`config.mk`:
```
export PLATFORM = sky130hd
export DESIGN_NAME = regfile_write_arbiter
export DESIGN_NICKNAME = d
export VERILOG_FILES = /design/src/rtl/regfile_write_arbiter.sv
export SDC_FILE = /design/constraint.sdc
export NUM_CORES = 1
export LEC_CHECK = 0
export CAP_MARGIN = 40
export CORE_ASPECT_RATIO = 1.25
export CORE_MARGIN = 2
export CORE_UTILIZATION = 30
export DETAILED_ROUTE_END_ITERATION = 8
export HOLD_SLACK_MARGIN = 0.08
export PLACE_DENSITY = 0.66
export RECOVER_POWER = 50
export SLEW_MARGIN = 10
export SYNTH_ARGS = -nofsm -noshare
export SYNTH_HDL_FRONTEND = slang
export SYNTH_SLANG_ARGS = --single-unit
export TNS_END_PERCENT = 1
```
`constraint.sdc`:
```
create_clock -name clk -period 2 [get_ports clk]
set_clock_uncertainty 0.05 [all_clocks]
set_input_delay 0.4 -clock clk [delete_from_list [all_inputs] [get_ports clk]]
set_output_delay 0.4 -clock clk [all_outputs]
set_load 0.01 [all_outputs]
```
`src/rtl/regfile_write_arbiter.sv`:
```
// rtl/regfile_write_arbiter.sv - two-requester round-robin write arbiter feeding a register array
module regfile_write_arbiter #(
    parameter int DATA_W = 32,
    parameter int ADDR_W = 5
) (
    input  logic                   clk,
    input  logic                   reset,
    input  logic                   stall,
    input  logic                   req0,
    input  logic [ADDR_W-1:0]      addr0,
    input  logic [DATA_W-1:0]      data0,
    input  logic                   req1,
    input  logic [ADDR_W-1:0]      addr1,
    input  logic [DATA_W-1:0]      data1,
    output logic                   gnt0,
    output logic                   gnt1,
    output logic                   regWrite,
    output logic [2**ADDR_W-1:0]   decOut,
    output logic [DATA_W-1:0]      writeData,
    output logic                   wbValid,
    output logic [ADDR_W-1:0]      wbAddr,
    output logic [15:0]            conflictCount
);

    typedef enum logic {
        IDLE  = 1'b0,
        WRITE = 1'b1
    } state_t;

    state_t              state;
    state_t              state_next;
    logic                ptr;
    logic                any_gnt;
    logic                conflict;
    logic [ADDR_W-1:0]   cap_addr;
    logic [DATA_W-1:0]   cap_data;

    // Grants are gated by reset so nothing is accepted while the block is held.
    always_comb begin
        gnt0 = 1'b0;
        gnt1 = 1'b0;
        if (!reset && !stall) begin
            gnt0 = req0 & (~req1 | ~ptr);
            gnt1 = req1 & (~req0 | ptr);
        end
    end

    assign any_gnt  = gnt0 | gnt1;
    assign conflict = req0 & req1 & ~stall;

    always_ff @(posedge clk or posedge reset) begin
        if (reset) begin
            ptr <= 1'b0;
        end else if (gnt0) begin
            ptr <= 1'b1;
        end else if (gnt1) begin
            ptr <= 1'b0;
        end
    end

    // Capture registers only load on a grant, so they hold their last value in IDLE.
    always_ff @(posedge clk or posedge reset) begin
        if (reset) begin
            cap_addr <= '0;
            cap_data <= '0;
        end else if (gnt0) begin
            cap_addr <= addr0;
            cap_data <= data0;
        end else if (gnt1) begin
            cap_addr <= addr1;
            cap_data <= data1;
        end
    end

    always_ff @(posedge clk or posedge reset) begin
        if (reset) begin
            conflictCount <= 16'h0000;
        end else if (conflict && conflictCount != 16'hFFFF) begin
            conflictCount <= conflictCount + 16'h0001;
        end
    end

    always_ff @(posedge clk or posedge reset) begin
        if (reset) begin
            state <= IDLE;
        end else begin
            state <= state_next;
        end
    end

    // Register 0 is hardwired to zero: its write is consumed but never strobed.
    always_comb begin
        state_next = any_gnt ? WRITE : IDLE;
        regWrite   = 1'b0;
        wbValid    = 1'b0;
        decOut     = '0;
        case (state)
            WRITE: begin
                if (cap_addr != '0) begin
                    regWrite         = 1'b1;
                    wbValid          = 1'b1;
                    decOut[cap_addr] = 1'b1;
                end
            end
            default: begin
                regWrite = 1'b0;
            end
        endcase
    end

    assign writeData = cap_data;
    assign wbAddr    = cap_addr;

endmodule

```
==> qor.yml <==
outcome: "finished with violations"
violations: "setup timing"
drtIter0Drc: 124
critPathKind: "flip-flop to output port"
synth-edff-count: 0
fillerInstances: 858
cts_root_buf: "clkbuf_16"
netlist_area_mm2: 0.002870
ys.flop_type: "dfrtp_1"
clkPwrFrac_pct: 28.1
synth_top_family_by_area: "simple AND/OR/NAND/NOR gates"
syn_to_final_growth_pct: 69.40
hold-worst-slack_ps: 476.0
grt_antenna_before_repair: 0
tightest_slew_ps: 774.2
fin_crit_sh_pct: 108.0
dp_cells: 590
grt_max_degree: 76
powerDensity_mw_per_mm2: 824.9
dp_hpwl_um: 6775
end_kind: "output port"
grt_pass1_wl_um: 14940
syn-num-nets: 379
via_count: 2851
yosys.area_share.adder_pct: 0.4359
cts_tree: "built"
synth-seq-cells: 55
ant_nets: 0
crit_fanout: 5
drt-total-wl_um: 9217
clk_pin_slew_ps: 70
seqPwrFrac_pct: 38.1
placed_cell_area_mm2: 0.004772
holdBufCountCts: 0
fin_cells: 599
overflow: 0
p_switching_uw: 1151
fin_nets: 555
worstSetupStartpointType: "flip-flop"
design_area_mm2: 0.004862
yosysSeqAreaShare_pct: 47.95
drtPass1Iterations: 4
synth_cells: 299
yosys.area_share.simple_pct: 21.32
combPwrFrac_pct: 33.8
synthMuxAreaShare_pct: 14.21
hold_violations: 0
p_leak_uw: 0.002303
ir_drop_mv: 0.4605
layout_common_cells: "clkdlybuf4s50_1 (94), nor2_1 (74), dfrtp_1 (55)"
layout_commonest_cell: "clkdlybuf4s50_1"
rsz0062_at_grt: "yes"
layout_setup_ws_ps: -160.3
io_pins: 168
avgSynthCellArea_um2: 9.600
fmaxAchievable_mhz: 462.9
grt_pass1_vias: 2919
clock-sinks: 55
grt_usage_pct: 17.95
relSlewSlack_pct: 48.38
antenna_cells: 0
drc: 0
intPower_uw: 2860
cts-htree-levels: 2
synth_xor_area_share_pct: 3.357
cap_violations: 0
gp_congestion: 0.8434
ys_types: 42
place_ws_ps: -308.6
wl_per_cell_um: 15.39
switching_share_pct: 28.71
viasPerCell: 4.760
post-route-min-period_ps: 2160
drive_above_1_share_pct: 13.24
fp-row-count: 39
start_util_pct: 31.12
cp.arrival_ps: 1710
cts.path.max_buffers: 2
yosys_warnings: 0
coreArea_mm2: 0.009223
io_buffers: 166
drv_slew: 0
ys_async_sr_fraction_pct: 100.0
finalSetupViolCount: 3
die_h_um: 113.4
die_area_mm2: 0.01037
required_ps: 1550
numCtsBuffers: 5
die_x_um: 91.49
hp-class: "flip-flop to flip-flop"
synth_compound_area_share_pct: 8.936
clock_latency_ps: 300
## critical path: stages (launching register included)
cell and delay, ps:
dfrtp_1 430, or3_4 410, o31a_1 280, dlygate4sd2_1 290
## final cells by class
cell class	count	area, um2	area share, %
inverter	3	11.26	0.2316
tap	123	153.9	3.165
clock inverter	2	60.06	1.235
multi-input combinational	222	1408	28.95
clock buffer	6	128.9	2.651
timing repair buffer	188	1724	35.46
sequential	55	1376	28.31
## registers in the layout (all words and copies together) (netlist names)
signal         flops
conflictCount     16
ptr                1
state              1
wbAddr             5
writeData         32
## cells by family after synthesis
group | after synthesis
and+or+nand+nor | 121
DFF | 55
AOI/OAI and AO/OA | 48
muxes | 40
buffers and inverters | 22
xor gates and xnor gates | 11
adders and majority gates | 1
other | 1
## per-layer routing
metal / up-vias / global-route usage, % / routed length (um)
met4: 0 / 4.949 / 162
met1: 1326 / 21.91 / 3772
met3: 12 / 4.261 / 724
met5: - / 0 / 0
li1: 1380 / - / -
met2: 133 / 31.57 / 4557
## path summary, 6_finish.rpt
kind                                   from               end  slack (ps)  depth (start not counted)
min in group asynchronous             reset  conflictCount[8]         910                          4
setup reg to reg           conflictCount[0]  conflictCount[1]          20                          5
setup / recovery                  wbAddr[3]           wbValid        -160                          3
hold reg to reg                         ptr               ptr         480                          1
max in group asynchronous             reset     writeData[25]         490                          4
hold / removal                          ptr               ptr         480                          1
## cell usage after synthesis (all sizes together), types with 2 or more instances
master	instances	area [um2]
nand3	8	45.04
mux2i	37	370.4
and4	2	17.52
nor2	74	280.3
a21oi	40	200.2
and3	4	25.02
clkbuf	7	26.28
inv	3	11.26
nand4	8	65.06
nand2	5	18.77
dfrtp	55	1376
buf	12	67.56
nand3b	6	45.04
or3b	3	26.28
nand2b	2	12.51
mux2	3	37.53
a31oi	2	12.51
o21ai	2	10.00
xnor2	6	52.55
or3	2	12.51
xor2	5	43.79
## power by group through the flow
| stage | Combinational [uW] | Sequential [uW] | Clock (uW) |
|---|---|---|---|
| 2_1_floorplan | 468 | 1650 | 0 |
| 4_1_cts | 1450 | 1540 | 1150 |
| 3_3_place_gp | 1420 | 1550 | 0 |
| 6_report | 1360 | 1530 | 1130 |
| 3_5_place_dp | 1440 | 1560 | 0 |
| 5_1_grt | 1480 | 1570 | 1190 |
## per-stage QoR
stage	setup TNS [ps]	power, uW	utilization [%]
5_1_grt	-3907	4238	52.72
2_1_floorplan	0	2121	-
3_3_place_gp	-8575	2967	51.74
6_report	-428.7	4011	52.72
4_1_cts	-497.4	4140	53.74
3_5_place_dp	-9165	2995	51.74
## timing repair
action                                  in CTS  in global routing
endpoints found under the setup margin      35                 61
resized for setup                           51                 52
pin swaps                                    0                  4
setup buffers                                0                  1
No activity file was read; power rests on OpenSTA's default activity.
